**src/rtl/mult_div_unit.sv**
```systemverilog
// rtl/mult_div_unit.sv - iterative multiply/divide unit writing HI/LO
//
// Shift-add multiplier and restoring divider sharing one 2*WIDTH accumulator.
// One bit is processed per cycle, so an operation takes WIDTH iterations.
// Optional build macro: SIGNED_MULDIV_EN (two's complement operands and an
// extra FIX cycle that applies the result signs).
//
// Ports:
//   clk, rst_n   clock, asynchronous active-low reset
//   start        request, sampled only while idle
//   control      4'b0110 = MULT, 4'b0111 = DIV, anything else ignored
//   a, b         multiplicand/dividend, multiplier/divisor
//   busy         operation in progress (pipeline stall request)
//   done         one-cycle pulse; hi/lo updated on the same edge
//   div_by_zero  set with done when a DIV had b == 0; cleared on next accept
//   hi, lo       MULT: product upper/lower; DIV: remainder/quotient
module mult_div_unit #(
    parameter int WIDTH = 32
) (
    input  logic             clk,
    input  logic             rst_n,
    input  logic             start,
    input  logic [3:0]       control,
    input  logic [WIDTH-1:0] a,
    input  logic [WIDTH-1:0] b,
    output logic             busy,
    output logic             done,
    output logic             div_by_zero,
    output logic [WIDTH-1:0] hi,
    output logic [WIDTH-1:0] lo
);

    localparam int         CW       = $clog2(WIDTH) + 1;
    localparam logic [3:0] CTL_MULT = 4'b0110;
    localparam logic [3:0] CTL_DIV  = 4'b0111;

    typedef enum logic [1:0] {
        S_IDLE,
        S_MUL,
        S_DIV,
        S_FIX
    } state_t;

    state_t               state_q, state_d;
    logic [CW-1:0]        cnt_q, cnt_d;
    logic [2*WIDTH-1:0]   acc_q, acc_d;
    logic [WIDTH-1:0]     opb_q, opb_d;
    logic                 busy_q, busy_d;
    logic                 done_q, done_d;
    logic                 dz_q, dz_d;
    logic [WIDTH-1:0]     hi_q, hi_d;
    logic [WIDTH-1:0]     lo_q, lo_d;

    logic [WIDTH-1:0]     a_mag;
    logic [WIDTH-1:0]     b_mag;
    logic [WIDTH:0]       mul_sum;
    logic [WIDTH:0]       div_diff;

`ifdef SIGNED_MULDIV_EN
    logic                 is_div_q, is_div_d;
    logic                 neg_hi_q, neg_hi_d;
    logic                 neg_lo_q, neg_lo_d;
    logic [2*WIDTH-1:0]   prod_fix;

    // Work on magnitudes; the signs are reapplied in the FIX cycle.
    assign a_mag    = a[WIDTH-1] ? -a : a;
    assign b_mag    = b[WIDTH-1] ? -b : b;
    assign prod_fix = neg_lo_q ? -acc_q : acc_q;
`else
    assign a_mag = a;
    assign b_mag = b;
`endif

    // Multiply step: conditionally add multiplicand to the upper half, keep
    // the carry, shift the whole accumulator right by one.
    assign mul_sum  = {1'b0, acc_q[2*WIDTH-1:WIDTH]} + (acc_q[0] ? {1'b0, opb_q} : '0);
    // Divide step: partial remainder shifted left with the next dividend bit.
    assign div_diff = acc_q[2*WIDTH-1:WIDTH-1] - {1'b0, opb_q};

    always_comb begin
        state_d = state_q;
        cnt_d   = cnt_q;
        acc_d   = acc_q;
        opb_d   = opb_q;
        busy_d  = busy_q;
        done_d  = 1'b0;
        dz_d    = dz_q;
        hi_d    = hi_q;
        lo_d    = lo_q;
`ifdef SIGNED_MULDIV_EN
        is_div_d = is_div_q;
        neg_hi_d = neg_hi_q;
        neg_lo_d = neg_lo_q;
`endif
        case (state_q)
            S_IDLE: begin
                busy_d = 1'b0;
                if (start && control == CTL_MULT) begin
                    state_d = S_MUL;
                    cnt_d   = '0;
                    acc_d   = {{WIDTH{1'b0}}, b_mag};
                    opb_d   = a_mag;
                    dz_d    = 1'b0;
`ifdef SIGNED_MULDIV_EN
                    is_div_d = 1'b0;
                    neg_hi_d = 1'b0;
                    neg_lo_d = a[WIDTH-1] ^ b[WIDTH-1];
`endif
                end else if (start && control == CTL_DIV) begin
                    if (b == '0) begin
                        // Divide by zero completes immediately, never busy.
                        hi_d   = a;
                        lo_d   = '1;
                        done_d = 1'b1;
                        dz_d   = 1'b1;
                    end else begin
                        state_d = S_DIV;
                        cnt_d   = '0;
                        acc_d   = {{WIDTH{1'b0}}, a_mag};
                        opb_d   = b_mag;
                        dz_d    = 1'b0;
`ifdef SIGNED_MULDIV_EN
                        is_div_d = 1'b1;
                        neg_hi_d = a[WIDTH-1];
                        neg_lo_d = a[WIDTH-1] ^ b[WIDTH-1];
`endif
                    end
                end
            end
            S_MUL, S_DIV: begin
                if (cnt_q == CW'(WIDTH)) begin
`ifdef SIGNED_MULDIV_EN
                    state_d = S_FIX;
                    busy_d  = 1'b1;
`else
                    state_d = S_IDLE;
                    busy_d  = 1'b0;
                    done_d  = 1'b1;
                    hi_d    = acc_q[2*WIDTH-1:WIDTH];
                    lo_d    = acc_q[WIDTH-1:0];
`endif
                end else begin
                    busy_d = 1'b1;
                    cnt_d  = cnt_q + 1'b1;
                    if (state_q == S_MUL) begin
                        acc_d = {mul_sum, acc_q[WIDTH-1:1]};
                    end else if (!div_diff[WIDTH]) begin
                        acc_d = {div_diff[WIDTH-1:0], acc_q[WIDTH-2:0], 1'b1};
                    end else begin
                        acc_d = {acc_q[2*WIDTH-2:0], 1'b0};
                    end
                end
            end
            S_FIX: begin
                state_d = S_IDLE;
                busy_d  = 1'b0;
                done_d  = 1'b1;
`ifdef SIGNED_MULDIV_EN
                if (is_div_q) begin
                    hi_d = neg_hi_q ? -acc_q[2*WIDTH-1:WIDTH] : acc_q[2*WIDTH-1:WIDTH];
                    lo_d = neg_lo_q ? -acc_q[WIDTH-1:0] : acc_q[WIDTH-1:0];
                end else begin
                    hi_d = prod_fix[2*WIDTH-1:WIDTH];
                    lo_d = prod_fix[WIDTH-1:0];
                end
`endif
            end
            default: begin
                state_d = S_IDLE;
                busy_d  = 1'b0;
            end
        endcase
    end

    always_ff @(posedge clk or negedge rst_n) begin
        if (!rst_n) begin
            state_q <= S_IDLE;
            cnt_q   <= '0;
            acc_q   <= '0;
            opb_q   <= '0;
            busy_q  <= 1'b0;
            done_q  <= 1'b0;
            dz_q    <= 1'b0;
            hi_q    <= '0;
            lo_q    <= '0;
`ifdef SIGNED_MULDIV_EN
            is_div_q <= 1'b0;
            neg_hi_q <= 1'b0;
            neg_lo_q <= 1'b0;
`endif
        end else begin
            state_q <= state_d;
            cnt_q   <= cnt_d;
            acc_q   <= acc_d;
            opb_q   <= opb_d;
            busy_q  <= busy_d;
            done_q  <= done_d;
            dz_q    <= dz_d;
            hi_q    <= hi_d;
            lo_q    <= lo_d;
`ifdef SIGNED_MULDIV_EN
            is_div_q <= is_div_d;
            neg_hi_q <= neg_hi_d;
            neg_lo_q <= neg_lo_d;
`endif
        end
    end

    assign busy        = busy_q;
    assign done        = done_q;
    assign div_by_zero = dz_q;
    assign hi          = hi_q;
    assign lo          = lo_q;

endmodule
```
**config.mk**
```make
export PLATFORM = sky130hd
export DESIGN_NAME = mult_div_unit
export DESIGN_NICKNAME = d
export VERILOG_FILES = /design/src/rtl/mult_div_unit.sv
export SDC_FILE = /design/constraint.sdc
export NUM_CORES = 1
export LEC_CHECK = 0
export ABC_AREA = 1
export ABC_CLOCK_PERIOD_IN_PS = 3100
export BUFFER_PORTS_ARGS = -buffer_cell sky130_fd_sc_hd__buf_2
export CAP_MARGIN = 40
export CORE_AREA = 2 2 162 164
export CTS_CLUSTER_DIAMETER = 120
export CTS_CLUSTER_SIZE = 28
export DETAILED_ROUTE_END_ITERATION = 7
export DIE_AREA = 0 0 164 166
export PLACE_DENSITY = 0.74
export SLEW_MARGIN = 20
export SYNTH_ARGS = -nofsm -noshare
export SYNTH_HDL_FRONTEND = slang
export SYNTH_SLANG_ARGS = --single-unit
export TNS_END_PERCENT = 100
```
**constraint.sdc**
```tcl
create_clock -name clk -period 3.1 [get_ports clk]
set_input_delay 0.155 -clock clk [delete_from_list [all_inputs] [get_ports clk]]
set_output_delay 0.155 -clock clk [all_outputs]
set_load 0.005 [all_outputs]
```
==> flow_results.xml <==
<?xml version="1.0" encoding="UTF-8"?>
<metrics>
  <group name="detailed_routing">
    <metric name="drt_drc_violations_left" unit="">0</metric>
    <metric name="post_drt_wl_per_cell" unit="µm">17.6</metric>
    <metric name="wl_met1" unit="µm">21300</metric>
    <metric name="top_layer" unit="">met4</metric>
    <metric name="drt_wirelength" unit="µm">45500</metric>
    <metric name="drt_antenna_net_count" unit="">0</metric>
    <metric name="avgViaCountPerCell" unit="">5.57</metric>
    <metric name="dr.first_iter.drc_count" unit="">1278</metric>
    <metric name="vias_post_dr" unit="">14412</metric>
    <metric name="met3_wirelength" unit="µm">3300</metric>
    <metric name="detailedRoute.firstPassIterationCount" unit="">6</metric>
    <metric name="wl_met2" unit="µm">20000</metric>
  </group>
  <group name="sta">
    <metric name="tns" unit="ns">0</metric>
    <metric name="achievable-frequency" unit="MHz">354</metric>
    <metric name="layout_min_cycle_time" unit="ns">2.82</metric>
    <metric name="unrepaired_setup_endpoints_after_global_routing" unit="">no</metric>
    <metric name="timing_max_transition_violations_final" unit="">0</metric>
    <metric name="setup_viol" unit="">0</metric>
    <metric name="period_share" unit="%">91.1</metric>
    <metric name="tightestPinTransition" unit="ns">0.705</metric>
    <metric name="slew-limit-headroom" unit="%">52.5</metric>
    <metric name="hold_viol" unit="">0</metric>
    <metric name="clock_skew" unit="ns">0.0174</metric>
  </group>
  <group name="floorplanning">
    <metric name="num_io_pins" unit="">138</metric>
    <metric name="dieWidth" unit="µm">164</metric>
    <metric name="dieArea" unit="mm²">0.0272</metric>
    <metric name="initial_utilization" unit="%">53.9</metric>
    <metric name="core" unit="mm²">0.0256</metric>
    <metric name="number_of_rows_created_at_floorplan" unit="">59</metric>
    <metric name="die_h" unit="µm">166</metric>
  </group>
  <group name="clock_network">
    <metric name="cts.root.buffer_cell" unit="">clkbuf_16</metric>
    <metric name="cts_post_setup_buffers_inserted" unit="">0</metric>
    <metric name="cts_buffers" unit="">17</metric>
    <metric name="cts-root-to-sink-buffers" unit="">2</metric>
    <metric name="post_cts_resized" unit="">0</metric>
    <metric name="clock-sinks" unit="">171</metric>
    <metric name="cts.reportedPaths.clkPinSlew" unit="ns">0.08</metric>
    <metric name="hold_buffers" unit="">1</metric>
    <metric name="cts-htree-levels" unit="">4</metric>
    <metric name="tritoncts" unit="">done</metric>
    <metric name="insertion_delay" unit="ns">0.44</metric>
  </group>
  <group name="finish">
    <metric name="synthToLayoutAreaGrowth" unit="%">12.5</metric>
    <metric name="instances_no_fill" unit="">2589</metric>
    <metric name="num-nets-final" unit="">2384</metric>
    <metric name="share_of_layout_cells_above_drive_strength_1" unit="%">11.5</metric>
    <metric name="insertedDiodeCount" unit="">0</metric>
  </group>
  <group name="worst_setup_path">
    <metric name="crit-reg2reg-launch" unit="">acc_q[32]</metric>
    <metric name="endpoint" unit="">acc_q[57]</metric>
    <metric name="timing.critical_path.required" unit="ns">3.44</metric>
    <metric name="worst_r2r_path_depth" unit="">19</metric>
    <metric name="worst-endpoint-arrival" unit="ns">3.16</metric>
    <metric name="kind_of_start_point_of_the_critical_path" unit="">flop</metric>
    <metric name="worst-r2r-setup-slack" unit="ns">0.28</metric>
    <metric name="worst_setup_path_end_kind" unit="">flop</metric>
    <metric name="critical_path_class" unit="">flop to flop</metric>
    <metric name="crit_start" unit="">acc_q[32]</metric>
    <metric name="path_max_fanout" unit="">25</metric>
    <metric name="reg2reg_to" unit="">acc_q[57]</metric>
  </group>
  <group name="global_routing">
    <metric name="grt_util_all_layers" unit="%">34.0</metric>
    <metric name="grt_max_degree" unit="">127</metric>
    <metric name="grt.overflow.total" unit="">0</metric>
    <metric name="first_pass_grt_wire_length" unit="µm">73000</metric>
    <metric name="antenna_violations_before_repair" unit="">0</metric>
    <metric name="first_global_vias" unit="">13518</metric>
  </group>
  <group name="synth">
    <metric name="ys_types" unit="">46</metric>
    <metric name="synth_adder_area_share" unit="%">6.64</metric>
    <metric name="yosys.area_share.xor_xnor" unit="%">0.952</metric>
    <metric name="synth_simple_gate_area_share" unit="%">29.9</metric>
    <metric name="synth.cell_area" unit="mm²">0.0138</metric>
    <metric name="syn_nets" unit="">2273</metric>
    <metric name="synth_seq_cells" unit="">171</metric>
    <metric name="syn-instance-count" unit="">2130</metric>
    <metric name="largest_family_of_logic_cells_by_synthesized_area" unit="">simple AND/OR/NAND/NOR gates</metric>
    <metric name="muxShareOfSynthArea" unit="%">0</metric>
    <metric name="synth_warnings" unit="">0</metric>
    <metric name="post_synth.cell_area_avg" unit="µm²">6.48</metric>
    <metric name="synth_compound_area_share" unit="%">19.5</metric>
    <metric name="synth_sequential_area_ratio" unit="%">31.0</metric>
  </group>
  <group name="min_path">
    <metric name="min_path_type" unit="">input pin to flop</metric>
    <metric name="min-delay-start" unit="">a[1]</metric>
  </group>
  <group name="place">
    <metric name="port_buffers" unit="">137</metric>
    <metric name="detailedPlacementHpwl" unit="µm">35100</metric>
    <metric name="gp_routability_congestion" unit="">1.00</metric>
    <metric name="place.detailed.instances" unit="">2554</metric>
  </group>
  <group name="flow_run">
    <metric name="timing.max_cap.violations" unit="">0</metric>
  </group>
  <group name="power_and_ir_drop">
    <metric name="p_leak" unit="nW">8.06</metric>
    <metric name="power-per-cell-area" unit="mW/mm²">1110</metric>
    <metric name="worst_ir_drop_vdd" unit="µV">622</metric>
  </group>
  <group name="status">
    <metric name="outcome" unit="">finished clean</metric>
  </group>
</metrics>
layout make-up:
cell class | instances | area (µm²)
Fill cell | 2472 | 10100
Multi-Input combinational cell | 1541 | 7880
Sequential cell | 171 | 4280
Inverter | 332 | 1250
Timing Repair Buffer | 178 | 1090
Clock buffer | 18 | 439
Tap cell | 335 | 419
Clock inverter | 14 | 168
registers in the layout, summed over array words and instances, names as in the netlist:
| register | count |
|---|---|
| lo | 32 |
| opb_q | 32 |
| cnt_q | 6 |
| acc_q | 64 |
| state_q | 2 |
| hi | 32 |
| done | 1 |
| busy | 1 |
| div_by_zero | 1 |
synthesized netlist by cell type (all sizes together):
master | number | share of area (%)
nand3b | 17 | 0.92
a31oi | 3 | 0.14
o21ai | 235 | 8.5
clkbuf | 53 | 1.4
nand3 | 143 | 5.4
dfrtp | 171 | 31
o21bai | 9 | 0.49
o21a | 34 | 1.8
xnor2 | 9 | 0.57
a21oi | 111 | 4.2
a211oi | 5 | 0.31
buf | 33 | 1.5
nor4 | 6 | 0.27
ha | 70 | 6.3
nor2 | 179 | 5.0
nand2 | 608 | 17
inv | 330 | 9.0
fa | 2 | 0.29
clkinv | 2 | 0.054
nand4 | 6 | 0.27
nor3 | 12 | 0.54
o31ai | 3 | 0.16
o211ai | 63 | 3.4
a2bb2oi | 1 | 0.11
and3 | 1 | 0.045
or2 | 12 | 0.54
a21o | 3 | 0.16
a21boi | 1 | 0.054
o22ai | 2 | 0.091
xor2 | 6 | 0.38
power breakdown:
group / internal [mW] / switching (mW) / leakage [nW]
registers: 3.20 / 0.815 / 2.09
clock network: 1.12 / 1.13 / 0.296
logic: 3.76 / 7.26 / 5.67
critical path, stage by stage, from the launching register on:
cell,delay [ns]
dfrtp_1,0.42
inv_1,0.14
fa_1,0.49
inv_1,0.10
nand2_1,0.05
nand2_1,0.08
nand3_1,0.09
nand2_2,0.13
nand2_2,0.08
nand2_4,0.10
nand2_4,0.07
nand2_2,0.07
nand2_4,0.09
nand2_8,0.12
buf_4,0.31
nand2_1,0.12
nand2_1,0.07
nand2_1,0.05
nand3_1,0.10
nand2_1,0.05
metrics by stage:
stage	setup WS [ns]	cell area (µm²)	util, %	power (mW)	hold WS [ns]
floorplan	0.388	13800	-	11.7	-0.141
global placement	0.206	14800	58.0	14.7	0.259
detailed placement	0.292	14900	58.0	14.8	0.278
CTS	0.285	15500	60.4	17.1	0.00502
global route	0.0281	15500	60.6	18.8	0.0173
finish	0.277	15500	60.6	17.3	0.0132
cell families after synthesis:
logic type	Yosys count
AO/OA/AOI/OAI	470
flip-flops	171
XOR/XNOR	15
AND/OR/NAND/NOR	984
adder cells (fa/ha/maj)	72
buffers and inverters	418
cell usage in the layout (no fill, tap or decap), types with 4 or more instances in the layout:
master,count
nand2_1,597
buf_2,136
nor2_2,4
xor2_1,6
nand2_4,4
o21a_1,34
nor4_1,6
o21ai_0,206
buf_12,5
clkinv_8,5
inv_2,10
nand2_2,6
clkbuf_16,17
nor3_1,9
inv_1,319
nand3b_1,17
ha_1,69
nand3_1,140
inv_6,5
buf_4,33
xnor2_1,9
o21bai_1,9
a211oi_1,4
dfrtp_1,171
nor2_1,174
o21ai_1,29
o211ai_1,63
nand4_1,6
or2_2,12
a21oi_1,108
how the worst min path moves through the flow:
stage | end | cells past startpoint
global route | hi[30] | 3
global placement | acc_q[5] | 1
finish | hi[1] | 3
detailed placement | lo[6] | 1
floorplan | acc_q[0] | 0
CTS | hi[30] | 3
layer usage:
metal | global-route usage (%) | up-vias
li1 | - | 7088
met1 | 52.0 | 6689
met2 | 51.3 | 582
met3 | 3.80 | 53
met4 | 8.47 | 0
met5 | 0 | -
(Power assumes the default switching activity.)
